### config.mk
export PLATFORM = sky130hd
export DESIGN_NAME = sim_adc_slave
export DESIGN_NICKNAME = d
export VERILOG_FILES = /design/src/rtl/sim_adc_slave.sv
export SDC_FILE = /design/constraint.sdc
export NUM_CORES = 1
export LEC_CHECK = 0
export BUFFER_PORTS_ARGS = -buffer_cell sky130_fd_sc_hd__buf_2
export CORE_ASPECT_RATIO = 1.5
export CORE_MARGIN = 1
export CORE_UTILIZATION = 61
export CTS_CLUSTER_SIZE = 25
export DETAILED_ROUTE_END_ITERATION = 7
export GPL_TIMING_DRIVEN = 0
export PLACE_DENSITY = 0.8
export SETUP_SLACK_MARGIN = 0.5
export SLEW_MARGIN = 10
export SYNTH_ARGS = -nofsm -noshare
export SYNTH_HDL_FRONTEND = slang
export SYNTH_SLANG_ARGS = --single-unit
### constraint.sdc
create_clock -name sysclk -period 5.85 [get_ports sysclk]
set_clock_uncertainty 0.1 [all_clocks]
set_input_delay 0 -clock sysclk [delete_from_list [all_inputs] [get_ports sysclk]]
set_output_delay 0 -clock sysclk [all_outputs]
set_load 0.02 [all_outputs]
### src/rtl/sim_adc_slave.sv
// sim_adc_slave: simulated 8-ch 12-bit SPI ADC (ADC128S022 framing) driving ADC_SDAT.
// Ports: sysclk/sysreset_n; adc_cs_n/adc_sclk/adc_saddr (async SPI in), adc_sdat (DOUT);
// data_in/value_load (MCU channel-value writes); frame_cnt/last_chan/frame_done (status).
// Optional macro SIM_ADC_NOISE_EN: 16-bit LFSR noise on result bits [1:0].
module sim_adc_slave #(
  parameter int CHANNELS   = 8,
  parameter int DATA_WIDTH = 12
) (
  input  logic        sysclk,
  input  logic        sysreset_n,
  input  logic        adc_cs_n,
  input  logic        adc_sclk,
  input  logic        adc_saddr,
  output logic        adc_sdat,
  input  logic [15:0] data_in,
  input  logic        value_load,
  output logic [15:0] frame_cnt,
  output logic [2:0]  last_chan,
  output logic        frame_done
);

  localparam int FW = 16;

  typedef enum logic {IDLE, SHIFT} state_t;

  state_t state, state_nxt;

  logic rst_meta, rst_n;
  logic [2:0] cs_q, sclk_q;
  logic [1:0] saddr_q;
  logic cs_s, cs_fall, sclk_fall, sclk_rise;
  logic start, abort, fall_en, rise_en, done;

  logic [DATA_WIDTH-1:0] tbl [CHANNELS];
  logic [FW-1:0] sr, snap;
  logic [3:0] bit_cnt;
  logic [2:0] cur_chan, next_addr, snap_chan;
  logic [1:0] noise;
  logic unused_din;

  assign unused_din = data_in[15];

  // reset asserts at once, releases two sysclk edges later
  always_ff @(posedge sysclk or negedge sysreset_n) begin
    if (!sysreset_n) begin
      rst_meta <= 1'b0;
      rst_n    <= 1'b0;
    end else begin
      rst_meta <= 1'b1;
      rst_n    <= rst_meta;
    end
  end

  // [0],[1]: synchroniser, [2]: previous synced value
  always_ff @(posedge sysclk or negedge rst_n) begin
    if (!rst_n) begin
      cs_q    <= 3'b111;
      sclk_q  <= 3'b111;
      saddr_q <= 2'b00;
    end else begin
      cs_q    <= {cs_q[1:0], adc_cs_n};
      sclk_q  <= {sclk_q[1:0], adc_sclk};
      saddr_q <= {saddr_q[0], adc_saddr};
    end
  end

  assign cs_s      = cs_q[1];
  assign cs_fall   = cs_q[2] & ~cs_q[1];
  assign sclk_fall = sclk_q[2] & ~sclk_q[1];
  assign sclk_rise = ~sclk_q[2] & sclk_q[1];

  always_ff @(posedge sysclk or negedge rst_n) begin
    if (!rst_n) state <= IDLE;
    else        state <= state_nxt;
  end

  always_comb begin
    state_nxt = state;
    start     = 1'b0;
    abort     = 1'b0;
    fall_en   = 1'b0;
    rise_en   = 1'b0;
    done      = 1'b0;
    unique case (state)
      IDLE: begin
        if (cs_fall) begin
          state_nxt = SHIFT;
          start     = 1'b1;
        end
      end
      SHIFT: begin
        if (cs_s) begin
          state_nxt = IDLE;
          abort     = 1'b1;
        end else if (sclk_fall) begin
          fall_en = 1'b1;
        end else if (sclk_rise) begin
          if (bit_cnt == 4'd15) done = 1'b1;
          else                  rise_en = 1'b1;
        end
      end
      default: state_nxt = IDLE;
    endcase
  end

`ifdef SIM_ADC_NOISE_EN
  logic [15:0] lfsr, lfsr_nxt;

  // taps 16,14,13,11, shifting toward bit 0
  assign lfsr_nxt = {lfsr[0] ^ lfsr[2] ^ lfsr[3] ^ lfsr[5], lfsr[15:1]};

  always_ff @(posedge sysclk or negedge rst_n) begin
    if (!rst_n)    lfsr <= 16'hACE1;
    else if (done) lfsr <= lfsr_nxt;
  end

  // a reload at frame end already sees the advanced value
  assign noise = done ? lfsr_nxt[1:0] : lfsr[1:0];
`else
  assign noise = 2'b00;
`endif

  // table read is pre-write when a load lands on the snapshot cycle
  assign snap_chan = start ? 3'd0 : next_addr;
  assign snap      = FW'(tbl[snap_chan]) ^ FW'(noise);

  always_ff @(posedge sysclk or negedge rst_n) begin
    if (!rst_n) begin
      for (int i = 0; i < CHANNELS; i++) tbl[i] <= '0;
    end else if (value_load) begin
      tbl[data_in[14:12]] <= data_in[DATA_WIDTH-1:0];
    end
  end

  always_ff @(posedge sysclk or negedge rst_n) begin
    if (!rst_n) begin
      sr         <= '0;
      bit_cnt    <= 4'd0;
      cur_chan   <= 3'd0;
      next_addr  <= 3'd0;
      last_chan  <= 3'd0;
      frame_cnt  <= 16'd0;
      frame_done <= 1'b0;
      adc_sdat   <= 1'b0;
    end else begin
      frame_done <= done;
      unique case (1'b1)
        start: begin
          sr       <= snap;
          bit_cnt  <= 4'd0;
          cur_chan <= 3'd0;
          adc_sdat <= 1'b0;
        end
        abort: adc_sdat <= 1'b0;
        fall_en: begin
          adc_sdat <= sr[FW-1];
          sr       <= {sr[FW-2:0], 1'b0};
        end
        rise_en: begin
          bit_cnt <= bit_cnt + 4'd1;
          if (bit_cnt == 4'd2) next_addr[2] <= saddr_q[1];
          if (bit_cnt == 4'd3) next_addr[1] <= saddr_q[1];
          if (bit_cnt == 4'd4) next_addr[0] <= saddr_q[1];
        end
        done: begin
          last_chan <= cur_chan;
          cur_chan  <= next_addr;
          frame_cnt <= frame_cnt + 16'd1;
          sr        <= snap;
          bit_cnt   <= 4'd0;
          adc_sdat  <= 1'b0;
        end
        default: ;
      endcase
    end
  end

endmodule
After elaboration in Yosys (flattened, before gate mapping)
Index checks and enable logic that the tools add are counted.
{ "word_totals": {"register_bits": 154, "output_inout_bits": 21, "wordCells": 82, "in_bits": 22} }
{ "op_classes": {"n_mux": 30, "add_sub_neg": 2, "reduce_logical": 10, "bitwise": 9, "order_cmp": 3, "n_eq_ne": 4} }
{ "ops": {"columns": ["op", "n"], "rows": [
  ["$bwmux W96", 1],
  ["$bmux W12 S3", 1],
  ["$demux W12 S3", 1],
  ["$mux W12", 3],
  ["$pmux W16 S2", 1],
  ["$mux W1", 18],
  ["$add A16 B1 Y16 const B", 1],
  ["$eq A4 B2 Y1 const B", 2],
  ["$ge A4 B4 Y1 const B", 2],
  ["$not A3 Y4", 2],
  ["$pmux W4 S2", 1],
  ["$reduce_bool A2 Y1", 4],
  ["$pmux W3 S2", 1],
  ["$reduce_and A2 Y1", 3],
  ["$add A4 B1 Y4 const B", 1],
  ["$eq A4 B3 Y1 const B", 1],
  ["$eq A4 B4 Y1 const B", 1],
  ["$lt A4 B1 Y1 const B", 1],
  ["$not A1 Y1", 4],
  ["$pmux W1 S2", 2],
  ["$and A1 B1 Y1", 3],
  ["$mux W3", 1],
  ["$reduce_or A3 Y1", 1],
  ["$reduce_or A2 Y1", 1],
  ["$logic_and A1 B1 Y1", 1]
]} }

Longest topological paths before layout
{ "logic_depth": {"depth_word": 10, "mapped_depth": 7, "depth_no_buf": 5} }

Worst setup path after synthesis
Ideal clock, no wire load.
{ "synth_timing": {"path_kind": "reg2reg", "start": "reg bit_cnt[1]", "end": "reg frame_cnt[1]", "required_time_ps": 5625, "stages_incl_launch_ff": 6, "setup_ps": 125, "n_path_buf": 1, "path_slack_ps": 4077, "t_arrival_ps": 1548, "period_less_slack_ps": 1773, "cell_sequence": "dfrtp_1 > ha_1 > nand3_1 > nor2_1 > buf_4 > mux2_2"} }
{ "synth_between": {"elab_chain_len": 6} }
{ "synth_rtl": {"columns": ["element", "line_no", "source"], "rows": [
  ["start: declaration", "36", "logic [3:0] bit_cnt;"],
  ["start signal: assignment", "160", "bit_cnt <= bit_cnt + 4'd1;"],
  ["$eq A4 B4 Y1", "98", "if (bit_cnt == 4'd15) done = 1'b1;"],
  ["$mux W1", "98", null],
  ["$mux W1", "97", "end else if (sclk_rise) begin"],
  ["$mux W1", "95", "end else if (sclk_fall) begin"],
  ["$mux W1", "92", "if (cs_s) begin"],
  ["$mux W1", "84", "unique case (state)"],
  ["via done", "32", "logic start, abort, fall_en, rise_en, done;"],
  ["end signal: assignment", "168", "frame_cnt <= frame_cnt + 16'd1;"],
  ["end: declaration", "17", "output logic [15:0] frame_cnt,"]
]} }
The timed path passes the listed nets, and every way through them passes these cells.
A chain may end at the register's enable or synchronous reset.

Worst setup path in the final report
{ "layout_timing": {"start": "reg bit_cnt[1]", "end": "reg sr[7]"} }
{ "layout_between": {"elab_chain_len": 8, "word_cells_on_any_way": 9, "cone_classes": "eq/ne: 1; mux: 6; reduce/logical: 2"} }
{ "layout_rtl": {"columns": ["element", "line_no", "source"], "rows": [
  ["$eq A4 B4 Y1 *", "98", null],
  ["$mux W1 *", "98", null],
  ["$mux W1 *", "97", null],
  ["$mux W1 *", "95", null],
  ["$mux W1 *", "92", null],
  ["$mux W1 *", "84", null],
  ["$reduce_or A2 Y1 (no line) *", null, null],
  ["$pmux W16 S2 / $reduce_bool A2 Y1 (equally long branches)", null, null],
  ["end signal: assignment", "149", "sr <= snap;"],
  ["end signal: assignment", "157", "sr <= {sr[FW-2:0], 1'b0};"],
  ["end signal: assignment", "169", "sr <= snap;"],
  ["end: declaration", "35", "logic [FW-1:0] sr, snap;"]
]} }
Mark *: on every way between the ends. The rest lies on a longest branch, timed or not.

==> reports/results.tsv <==
stage	metric	value	unit
run_status	status	completed	
timing	hold_viol	0	
floorplan	start_util	62.6	%
flow_run	maxCapViolCount	0	
clock_tree	cts.sink_count	154	
logic_synthesis	avgSynthCellArea	12.7	um^2
logic_synthesis	netlist_instances	566	
place	hpwl	11.0	mm
clock_tree	cts_tree	yes	
logic_synthesis	synthArstFlopShare	100	%
logic_synthesis	synth_edf_count	0	
timing	final_max_slew_viol_count	0	
place	pre_cts_ws	3.61	ns
timing	tightest_slew	0.793	ns
logic_synthesis	yosys.area.top_type	dfrtp_1	
power_and_ir_drop	clkPwrFrac	40.0	%
place	dpl.cell_count	758	
finish	postLayoutCellArea	8450	um^2
setup_path	critPathLaunchType	flop	
floorplan	die_y	135	um
setup_path	worstReg2RegEnd	sr[7]	
finish	final_util	73.7	%
finish	final_cell_mix	dfrtp_1 (147), mux2_2 (134), buf_2 (57)	
setup_path	cp-end-kind	flop	
timing	slew_headroom	46.8	%
power_and_ir_drop	vdd_drop_max	228	uV
finish	antenna_cells	0	
grt	grtUsageTotal	29.5	%
setup_path	critPathArrivalTime	2.60	ns
grt	grt_max_degree	61	
routing	viasPerCell	6.23	
routing	dr_total_vias	5056	
grt	grt_pass1_vias	5283	
floorplan	die_x	90.6	um
logic_synthesis	synth-seq-cells	154	
floorplan	num_rows	48	
routing	wirelength	16.8	mm
finish	syn_to_final_growth	17.6	%
grt	grt-ovfl-total	0	
power_and_ir_drop	p_switching	0.000674	W
setup_path	required	6.10	ns
finish	drive_gt1_share	37.5	%
routing	drt_iter0_drc	380	
timing	min_period	2.35	ns
finish	n_fill_cell	755	
timing	max_freq	425	MHz
setup_path	critPathCapture	sr[7]	
setup_path	crit_start	bit_cnt[1]	
logic_synthesis	synth.cell_area	7180	um^2
routing	wl_per_cell	20.7	um
power_and_ir_drop	power.density	336	nW/um^2
setup_path	reg2reg_slack	3.50	ns
place	portBuffers	40	
logic_synthesis	synth_warnings	0	
routing	drcViolationCount	0	
setup_path	r2r_cells	5	
logic_synthesis	synth_top_area_share	51.5	%
min_path	hold_path.class	in -> reg	
finish	final-seq-area	3860	um^2
min_path	worst_hold_startpoint	data_in[13]	
power_and_ir_drop	power_frac_seq	47.4	%
finish	multiInputGateArea	3080	um^2
clock_tree	root_buffer	clkbuf_16	
clock_tree	clk_latency	0.42	ns
setup_path	worstPathMaxFanout	9	
logic_synthesis	syn_nets	592	
finish	final_common_cell	dfrtp_1	
finish	finalNonFillerCells	812	
floorplan	ioPinCount	43	
clock_tree	path_clk_slew	0.06	ns
setup_path	crit_type	reg -> reg	
power_and_ir_drop	swShare	23.7	%
clock_tree	postCtsSetupRepairBufs	0	
place	placed_cell_area	7620	um^2
floorplan	dieArea	12200	um^2
clock_tree	cts_max_path_buffers	2	
power_and_ir_drop	p_comb_share	12.7	%
clock_tree	h-tree-depth	4	
grt	antenna_found_initial	0	
logic_synthesis	synth.distinct_cells	52	
floorplan	core_area	11500	um^2
place	place_congestion	0.884	
logic_synthesis	ys.flop_type	dfrtp_1	
routing	drt_pass1_iterations	5	
logic_synthesis	synthTopCellsByArea	dfrtp_1 (52%), mux2_2 (21%), dfstp_2 (2.2%)	
routing	antenna_left	0	
logic_synthesis	ys_seq_area_share	53.7	%
grt	grt_pass1_wl	27.3	mm
finish	nets	675	
timing	timing.final.ws_setup	3.50	ns
power_and_ir_drop	p_leak	3.83	nW
clock_tree	cts_buffers	17	
timing	rsz0062_at_grt	false	
timing	finalCritPeriodShare	40.2	%
power_and_ir_drop	internal-power	0.00217	W
setup_path	r2r_start	bit_cnt[1]	
timing	setup_viol	0	
[worst max-delay path, cell delays in order, from the launching register on]
cell and delay, ns:
dfrtp_1 0.43, ha_1 0.32, inv_1 0.16, nor4_4 0.75, o221ai_1 0.33, nand3_1 0.17
[repair_timing]
| action | 4_1_cts | 5_1_grt |
|---|---|---|
| hold buffers | 22 | 0 |
| hold endpoints to repair | 101 | 0 |
| endpoints found under the setup margin | 0 | 0 |
| resized for setup | 0 | 0 |
[synthesized netlist by cell type, types with 2 or more instances]
| library cell | number |
|---|---|
| a211oi_1 | 5 |
| a21oi_1 | 15 |
| a221o_1 | 2 |
| a22oi_1 | 8 |
| a31oi_1 | 3 |
| and2_1 | 2 |
| and3_1 | 14 |
| and4_1 | 2 |
| buf_2 | 17 |
| buf_4 | 6 |
| buf_6 | 3 |
| clkbuf_1 | 8 |
| dfrtp_1 | 148 |
| dfstp_2 | 6 |
| ha_1 | 4 |
| inv_1 | 8 |
| mux2_2 | 134 |
| mux2i_1 | 13 |
| nand2_1 | 31 |
| nand2b_1 | 10 |
| nand3_1 | 17 |
| nand4_1 | 7 |
| nand4b_1 | 4 |
| nor2_1 | 18 |
| nor3_1 | 17 |
| nor3b_2 | 2 |
| nor4_4 | 2 |
| o21ai_0 | 5 |
| o221ai_1 | 10 |
| o31ai_1 | 9 |
| xnor2_1 | 8 |
| xor2_1 | 8 |
[worst min-delay path by stage]
| stage | end | cells past startpoint |
|---|---|---|
| after floorplan | rst_meta | 0 |
| after global placement | rst_meta | 1 |
| after detailed placement | rst_meta | 1 |
| after CTS | tbl[48] | 3 |
| after global routing | tbl[11] | 3 |
| final | tbl[0] | 3 |
[area by class of cell]
class                   count  area share (%)
well taps                 150            2.22
plain buffers              36            2.53
flip-flops and latches    154            45.7
clock buffers              21            5.21
inverters                   8           0.355
repair buffers             64            5.54
multi-input cells         368            36.4
clock inverters            11            1.98
[stage by stage]
| step | total power (W) | hold slack (ns) | setup TNS [ns] |
|---|---|---|---|
| 3_5_place_dp | 0.00170 | -0.311 | 0 |
| 2_1_floorplan | 0.00160 | -0.396 | 0 |
| 3_3_place_gp | 0.00167 | -0.316 | -29.68 |
| 6_report | 0.00284 | 0.0619 | 0 |
| 4_1_cts | 0.00285 | 0.0408 | 0 |
| 5_1_grt | 0.00294 | 0.0880 | 0 |
[metal layers]
layer	up-vias	track usage, %	part of all wire [%]
li1	2238	-	-
met1	2581	35.2	39
met2	188	51.6	53
met3	49	5.35	4.8
met4	0	14.2	3.1
met5	-	0	0
[power by group through the flow]
stage | logic [W] | registers, W | clock network [W]
finish | 0.000360 | 0.00135 | 0.00114
global route | 0.000394 | 0.00137 | 0.00118
CTS | 0.000361 | 0.00134 | 0.00114
detailed placement | 0.000344 | 0.00136 | 0
global placement | 0.000312 | 0.00136 | 0
floorplan | 0.000265 | 0.00133 | 0
[registers in the layout, summed over array words and instances, names as in the netlist]
| name | flops |
|---|---|
| saddr_q | 2 |
| bit_cnt | 4 |
| adc_sdat | 1 |
| frame_done | 1 |
| sclk_q | 3 |
| next_addr | 3 |
| state | 1 |
| cs_q | 3 |
| frame_cnt | 16 |
| rst_n | 1 |
| sr | 16 |
| tbl | 96 |
| last_chan | 3 |
| cur_chan | 3 |
| rst_meta | 1 |
[kinds of logic (layout without fill, tap and decap cells)]
family	after synthesis	after routing	share of synthesized area [%]
simple gates	134	134	10.6
flops	154	154	53.7
fa+ha+maj	4	4	0.697
buf+inv	44	140	3.40
mux	148	148	23.1
other cells	1	1	0.0522
xor+xnor	16	16	1.95
compound gates	65	65	6.48
No activity file was read; power rests on OpenSTA's default activity.
